**src/rtl/axis_frame_gen.sv**
```systemverilog
// AXI4-Stream frame generator: turns (length, seed, tid, tdest) commands into
// frames whose payload bytes increment from the seed, one lane per byte.
module axis_frame_gen #(
    parameter int N     = 4,
    parameter int I     = 1,
    parameter int D     = 1,
    parameter int U     = 1,
    parameter int LEN_W = 16
) (
    input  logic             aclk,
    input  logic             aresetn,
    input  logic             cmd_valid,
    output logic             cmd_ready,
    input  logic [LEN_W-1:0] cmd_len,
    input  logic [7:0]       cmd_seed,
    input  logic [I-1:0]     cmd_tid,
    input  logic [D-1:0]     cmd_tdest,
    input  logic             throttle,
    output logic             done,
    output logic             busy,
    output logic             tvalid,
    output logic [8*N-1:0]   tdata,
    output logic [N-1:0]     tstrb,
    output logic [N-1:0]     tkeep,
    output logic             tlast,
    output logic [I-1:0]     tid,
    output logic [D-1:0]     tdest,
    output logic [U-1:0]     tuser,
    input  logic             tready
);

    localparam logic [1:0] S_IDLE = 2'd0;
    localparam logic [1:0] S_SEND = 2'd1;
    localparam logic [1:0] S_DONE = 2'd2;

    logic [1:0]       state;
    logic [LEN_W-1:0] left;     // bytes not yet handed over, including the current beat
    logic [7:0]       base;     // value of lane 0 in the current beat
    logic             first;
    logic             hold;     // a beat was presented and not yet taken
    logic [I-1:0]     tid_q;
    logic [D-1:0]     tdest_q;
    logic             is_last;
    logic [N-1:0]     keep;
    logic [8*N-1:0]   data;

    // Handshake: tvalid only rises with throttle low; once up it stays up, with
    // payload and sideband frozen, until the cycle tvalid & tready is seen.
    // Counting down remaining bytes keeps a maximum-length frame from overflowing.
    always_comb begin
        tvalid  = (state == S_SEND) && (hold || !throttle);
        is_last = (left <= LEN_W'(N));
        keep    = '0;
        data    = '0;
        for (int i = 0; i < N; i++) begin
            keep[i] = (left > LEN_W'(i));
            if (keep[i]) data[8*i +: 8] = base + 8'(i);
        end
    end

    assign tdata     = tvalid ? data : '0;
    assign tkeep     = tvalid ? keep : '0;
    assign tstrb     = tkeep;
    assign tlast     = tvalid && is_last;
    assign tid       = tvalid ? tid_q : '0;
    assign tdest     = tvalid ? tdest_q : '0;
    assign tuser     = U'(tvalid && first);
    assign cmd_ready = (state == S_IDLE);
    assign busy      = (state != S_IDLE);
    assign done      = (state == S_DONE);

    always_ff @(posedge aclk or negedge aresetn) begin
        if (!aresetn) begin
            state   <= S_IDLE;
            left    <= '0;
            base    <= '0;
            first   <= 1'b0;
            hold    <= 1'b0;
            tid_q   <= '0;
            tdest_q <= '0;
        end else begin
            hold <= tvalid && !tready;
            case (state)
                S_IDLE: begin
                    if (cmd_valid) begin
                        left    <= cmd_len;
                        base    <= cmd_seed;
                        first   <= 1'b1;
                        tid_q   <= cmd_tid;
                        tdest_q <= cmd_tdest;
                        state   <= (cmd_len == '0) ? S_DONE : S_SEND;
                    end
                end
                S_SEND: begin
                    if (tvalid && tready) begin
                        first <= 1'b0;
                        if (is_last) begin
                            state <= S_DONE;
                        end else begin
                            left <= left - LEN_W'(N);
                            base <= base + 8'(N);
                        end
                    end
                end
                S_DONE:  state <= S_IDLE;
                default: state <= S_IDLE;
            endcase
        end
    end

endmodule

```
**config.mk**
```make
export PLATFORM = sky130hd
export DESIGN_NAME = axis_frame_gen
export DESIGN_NICKNAME = d
export VERILOG_FILES = /design/src/rtl/axis_frame_gen.sv
export SDC_FILE = /design/constraint.sdc
export NUM_CORES = 1
export LEC_CHECK = 0
export ABC_AREA = 1
export BUFFER_PORTS_ARGS = -buffer_cell sky130_fd_sc_hd__buf_2
export CAP_MARGIN = 20
export CORE_UTILIZATION = 47
export CTS_CLUSTER_DIAMETER = 200
export DETAILED_ROUTE_END_ITERATION = 16
export PLACE_DENSITY = 0.86
export REMOVE_ABC_BUFFERS = 1
export SYNTH_ARGS = -nofsm -noshare
export SYNTH_HDL_FRONTEND = slang
export SYNTH_SLANG_ARGS = --single-unit
```
**constraint.sdc**
```tcl
create_clock -name aclk -period 1.7 [get_ports aclk]
set_input_delay 0.085 -clock aclk [delete_from_list [all_inputs] [get_ports aclk]]
set_output_delay 0.085 -clock aclk [all_outputs]
set_load 0.02 [all_outputs]
```
### Yosys cells after proc, flatten, opt, wreduce, memory -nomap -nowiden

Index checks and enable logic that the tools add are counted.

* word-level logic and storage cells: 63
* bits in writable memories: 0
* latch bits: 0
* output and inout port bits: 48
* bits of input ports: 31
* bits in read-only memories: 0
* memories kept: 0
* bits in registers: 30

* multiplexer cells: 24
* equal/unequal tests: 6
* add/subtract/negate cells: 5
* bitwise logic cells: 0
* shift-type cells: 0
* reduce and logical (&&, ||, !) cells: 16
* order comparisons: 5
* div/mod/pow operators: 0
* multiply operators: 0

Operators with widths (count)
* $mux 8: 7
* $mux 16: 3
* $gt 16x1->1 const B: 2
* $gt 16x2->1 const B: 2
* $mux 32: 1
* $pmux 16 s2: 1
* $add 8x2->8 const B: 2
* $le 16x3->1 const B: 1
* $logic_not 16->1: 1
* $pmux 8 s2: 1
* $sub 16x3->16 const B: 1
* $add 8x1->8 const B: 1
* $add 8x3->8 const B: 1
* $mux 2: 4
* $ne 2x2->1 const B: 3
* $reduce_and 3->1: 2
* $logic_and 1x1->1: 5
* $mux 1: 4
* $mux 4: 1
* $pmux 2 s2: 1
* $reduce_and 4->1: 1
* $reduce_bool 2->1: 2
* $eq 2x1->1 const B: 1
* $eq 2x2->1 const B: 1
* other kinds (6): 7

### Depth between registers and ports, before layout

* depth in word-level cells: 6
* depth in mapped cells: 11
* mapped depth without buffers: 10

### Worst setup path before layout

OpenSTA, ideal clock, no wires.

* kind: register to output
* from: register left[2]
* to: output port tstrb[1]
* path buffers: 2
* arrival time: 1.754 ns
* data required time: 1.615 ns
* stages on the path, launching flop included: 11
* path slack: -0.139 ns
* path through: dfrtp_1 -> inv_1 -> ha_1 -> clkbuf_1 -> inv_1 -> nor2_1 -> nor2_1 -> o211ai_1 -> nand2_1 -> inv_1 -> buf_4

* longest elaborated chain between the ends: 2

RTL lines
* from (decl): RTL line 37 `logic [LEN_W-1:0] left;`
* from (signal assigned): RTL line 86 `left <= cmd_len;`
* from (signal assigned): RTL line 100 `left <= left - LEN_W'(N);`
* $gt 16x1->1: RTL line 56 `keep[i] = (left > LEN_W'(i));`
* $mux 4: RTL line 62 `assign tkeep = tvalid ? keep : '0;`
* to (decl): RTL line 23 `output logic [N-1:0] tstrb,`

No other way between the ends.

### Final worst setup path

* from: register left[2]
* to: output port tdata[16]

* longest elaborated chain between the ends: 3

RTL lines
* $gt 16x2->1: RTL line 56
* $mux 8: RTL line 57 `if (keep[i]) data[8*i +: 8] = base + 8'(i);`
* $mux 32: RTL line 61 `assign tdata = tvalid ? data : '0;`
* to (decl): RTL line 22 `output logic [8*N-1:0] tdata,`

No other way between the ends.

==> impl_metrics.env <==
export IMPL_cts_tree="yes"
export IMPL_status="finished with violations"
export IMPL_relSlewSlack_pct=52.1
export IMPL_whs_ns=0.00537
export IMPL_dp_cells=583
export IMPL_synth_area_sq_um=2510
export IMPL_max_freq_ghz=0.459
export IMPL_finalSetupViolCount=60
export IMPL_period_minus_slack_ns=2.18
export IMPL_grt_util_all_layers_pct=29.4
export IMPL_final_nets=593
export IMPL_die_area_sq_um=5630
export IMPL_synth_seq_area_share_pct=29.9
export IMPL_post_dp_cell_area_sq_um=3180
export IMPL_core_area_sq_um=5110
export IMPL_antenna_found_initial=0
export IMPL_min_path_type="in2reg"
export IMPL_p_seq_share_pct=15.0
export IMPL_endpoint_kind="output port"
export IMPL_drt_initial_drc_count=437
export IMPL_combinationalPowerShare_pct=76.6
export IMPL_place_congestion=0.893
export IMPL_skew_ns=0.0133
export IMPL_detail_route_first_pass_iterations=8
export IMPL_setup_ws_ns=-0.477
export IMPL_via_count=3765
export IMPL_vias_per_cell=6.01
export IMPL_ys_seq_elements=30
export IMPL_grt_max_degree=31
export IMPL_p_clk_share_pct=8.4
export IMPL_cts_sinks=30
export IMPL_required_ns=1.62
export IMPL_start_util_pct=49.1
export IMPL_post_drt_wl_per_cell_um=19.3
export IMPL_dpl_hpwl_mm=5.48
export IMPL_synth_top_cells_by_area="dfrtp_1, nand2_1, nor2_1, inv_1, nand3_1"
export IMPL_htree_levels=2
export IMPL_cts_buffers=5
export IMPL_leakage_nw=2.14
export IMPL_critical_path_n_buffers_inverters=3
export IMPL_clk_latency_ns=0.32
export IMPL_grt_pass1_wl_mm=12.5
export IMPL_final_cell_count_no_fill=626
export IMPL_portBuffers=78
export IMPL_cts_root_buf="clkbuf_8"
export IMPL_wl_mm=12.1
export IMPL_dieHeight_um=75.0
export IMPL_final_max_slew_viol_count=0
export IMPL_rsz0062_at_grt="yes"
export IMPL_drive_above_1_share_pct=44.4
export IMPL_total_power_mw=9.25
export IMPL_yosysUniqueCellTypes=23
export IMPL_syn_inst=416
export IMPL_power_density_nw_per_um2=2210
export IMPL_cp_cell_sequence="inv_2 -> ha_4 -> buf_6 -> a21oi_2 -> o211ai_1 -> nand2_2 -> nor2_1 -> buf_4"
export IMPL_clk_pin_slew_ns=0.08
export IMPL_max_cap_violations=0
export IMPL_clockBufferDepth=2
export IMPL_yosysTopAreaCell="dfrtp_1"
export IMPL_syn_area_per_cell_sq_um=6.03
export IMPL_ant_nets=0
export IMPL_worstSetupPathType="reg2out"
export IMPL_grt_ovfl_total=0
export IMPL_worstPathMaxFanout=5
export IMPL_placementRows=26
export IMPL_period_share_pct=128
export IMPL_hold_viol_final=0
export IMPL_crit_path_top_delay_cell="dfrtp_1"
export IMPL_crit_family="simple AND/OR/NAND/NOR gates"
export IMPL_first_global_vias=2931
export IMPL_syn_to_final_growth_pct=67.0
export IMPL_diodes=0
export IMPL_slowest_delay_ns=0.42
export IMPL_p_sw_mw=4.86
export IMPL_arrival_ns=2.09
export IMPL_ios=79
export IMPL_design_area_sq_um=4190
export IMPL_synth_warnings=0
export IMPL_dieWidth_um=75.0
export IMPL_p_int_mw=4.39
export IMPL_yosys_area_top_type_share_pct=29.9
export IMPL_violations="setup timing"
export IMPL_remaining_drc_errors=0
export IMPL_startpoint_type="register"
export IMPL_max_vdd_ir_drop_mv=1.15
export IMPL_switching_share_pct=52.5
export IMPL_tightestPinTransition_ns=0.719
[final timing paths]
check | startpoint | endpoint | slack (ns) | cells past startpoint
worst min-delay path | cmd_seed[0] | base[0] | 0.005 | 3
worst max register to register | left[7] | left[8] | -0.12 | 10
worst max-delay path | left[2] | tdata[16] | -0.48 | 8
worst min register to register | left[3] | left[3] | 0.52 | 2
max in group asynchronous | aresetn | base[2] | 0.84 | 2
min in group asynchronous | aresetn | first | 0.34 | 2
[area by class of cell]
type,instances,area [sq um]
fill,305,921
tap,70,87.6
sequential,30,759
multi-input combinational,323,1840
clock buffer,5,68.8
clock inverter,3,40.0
inverter,50,205
timing repair buffer,145,1190
[timing repair]
| item | CTS | global route |
|---|---|---|
| pin swaps | 6 | 22 |
| hold endpoints to repair | 33 | 0 |
| endpoints found under the setup margin | 50 | 66 |
| setup buffers | 8 | 21 |
| hold buffers | 4 | 0 |
| gates resized for setup | 56 | 140 |
| gates cloned | 0 | 3 |
[cells by family after synthesis]
group | after synthesis | share of synthesized area (%)
XOR/XNOR | 14 | 4.89
adder cells (fa/ha/maj) | 7 | 3.49
buffers and inverters | 64 | 10.6
AND/OR/NAND/NOR | 262 | 42.1
AO/OA/AOI/OAI | 39 | 8.98
flip-flops | 30 | 29.9
[worst min-delay path: cells and delay by family]
family / cells / cell delay, ns
buf+inv: 1 / 0.08
compound gates: 1 / 0.08
simple gates: 1 / 0.04
[cells in the final DEF (no fill, tap or decap), types with 3 or more instances in the layout]
| master | count |
|---|---|
| nand2_1 | 126 |
| buf_4 | 59 |
| buf_2 | 41 |
| buf_6 | 37 |
| nor2_1 | 35 |
| inv_1 | 33 |
| nand3_1 | 30 |
| o21ai_0 | 24 |
| dfrtp_1 | 23 |
| nor2_2 | 21 |
| nor2_4 | 19 |
| nand2_2 | 15 |
| inv_2 | 11 |
| xor2_1 | 9 |
| dfrtp_2 | 7 |
| a21oi_1 | 6 |
| nand2_4 | 5 |
| clkbuf_8 | 5 |
| inv_4 | 4 |
| nor3_1 | 4 |
| dlygate4sd3_1 | 4 |
| o211ai_1 | 3 |
| nand4_1 | 3 |
| xor2_2 | 3 |
| o21ai_1 | 3 |
| ha_1 | 3 |
| buf_12 | 3 |
[Yosys cell counts]
master,n
nor3b_1,1
o21ai_1,2
ha_1,7
nand2_2,4
inv_2,2
buf_2,3
nor3_1,6
clkinv_1,1
nand3_1,32
buf_4,6
inv_1,47
xnor2_1,2
a21oi_1,7
xor2_1,12
o211ai_1,3
nand2_1,141
nand4_1,3
nor2_1,74
o21ai_0,25
clkbuf_1,5
a21oi_4,2
nor2_2,1
dfrtp_1,30
[per-stage QoR]
step	worst slack, ns	util, %	setup TNS, ns
floorplan	-0.268	-	-4.46
global placement	-0.0114	62.2	-0.0114
detailed placement	-0.0511	62.2	-0.272
CTS	-0.212	69.3	-5.47
global route	-0.729	82.0	-16.92
finish	-0.477	82.0	-11.15
[state kept, by name, summed over array words and instances, names as in the netlist]
register,cells
hold,1
tdest_q,1
tid_q,1
left,16
state,2
first,1
base,8
[layer usage]
metal  routed length [um]  track usage, %  vias to the layer above  part of all wire (%)
met5                    0               0                        -                     0
met1                 3790            30.4                     1710                    31
li1                     -               -                     1558                     -
met3                 1310            6.02                      144                    11
met2                 5780            56.3                      353                    48
met4                 1220            14.0                        0                    10
[power groups by stage]
| stage | clock [mW] | sequential [mW] | combinational, mW |
|---|---|---|---|
| global route | 0.798 | 1.40 | 7.61 |
| global placement | 0 | 1.26 | 4.37 |
| floorplan | 0 | 1.28 | 2.83 |
| CTS | 0.740 | 1.29 | 5.00 |
| finish | 0.777 | 1.38 | 7.08 |
| detailed placement | 0 | 1.28 | 4.48 |
Power figures use the tool's default switching activity.
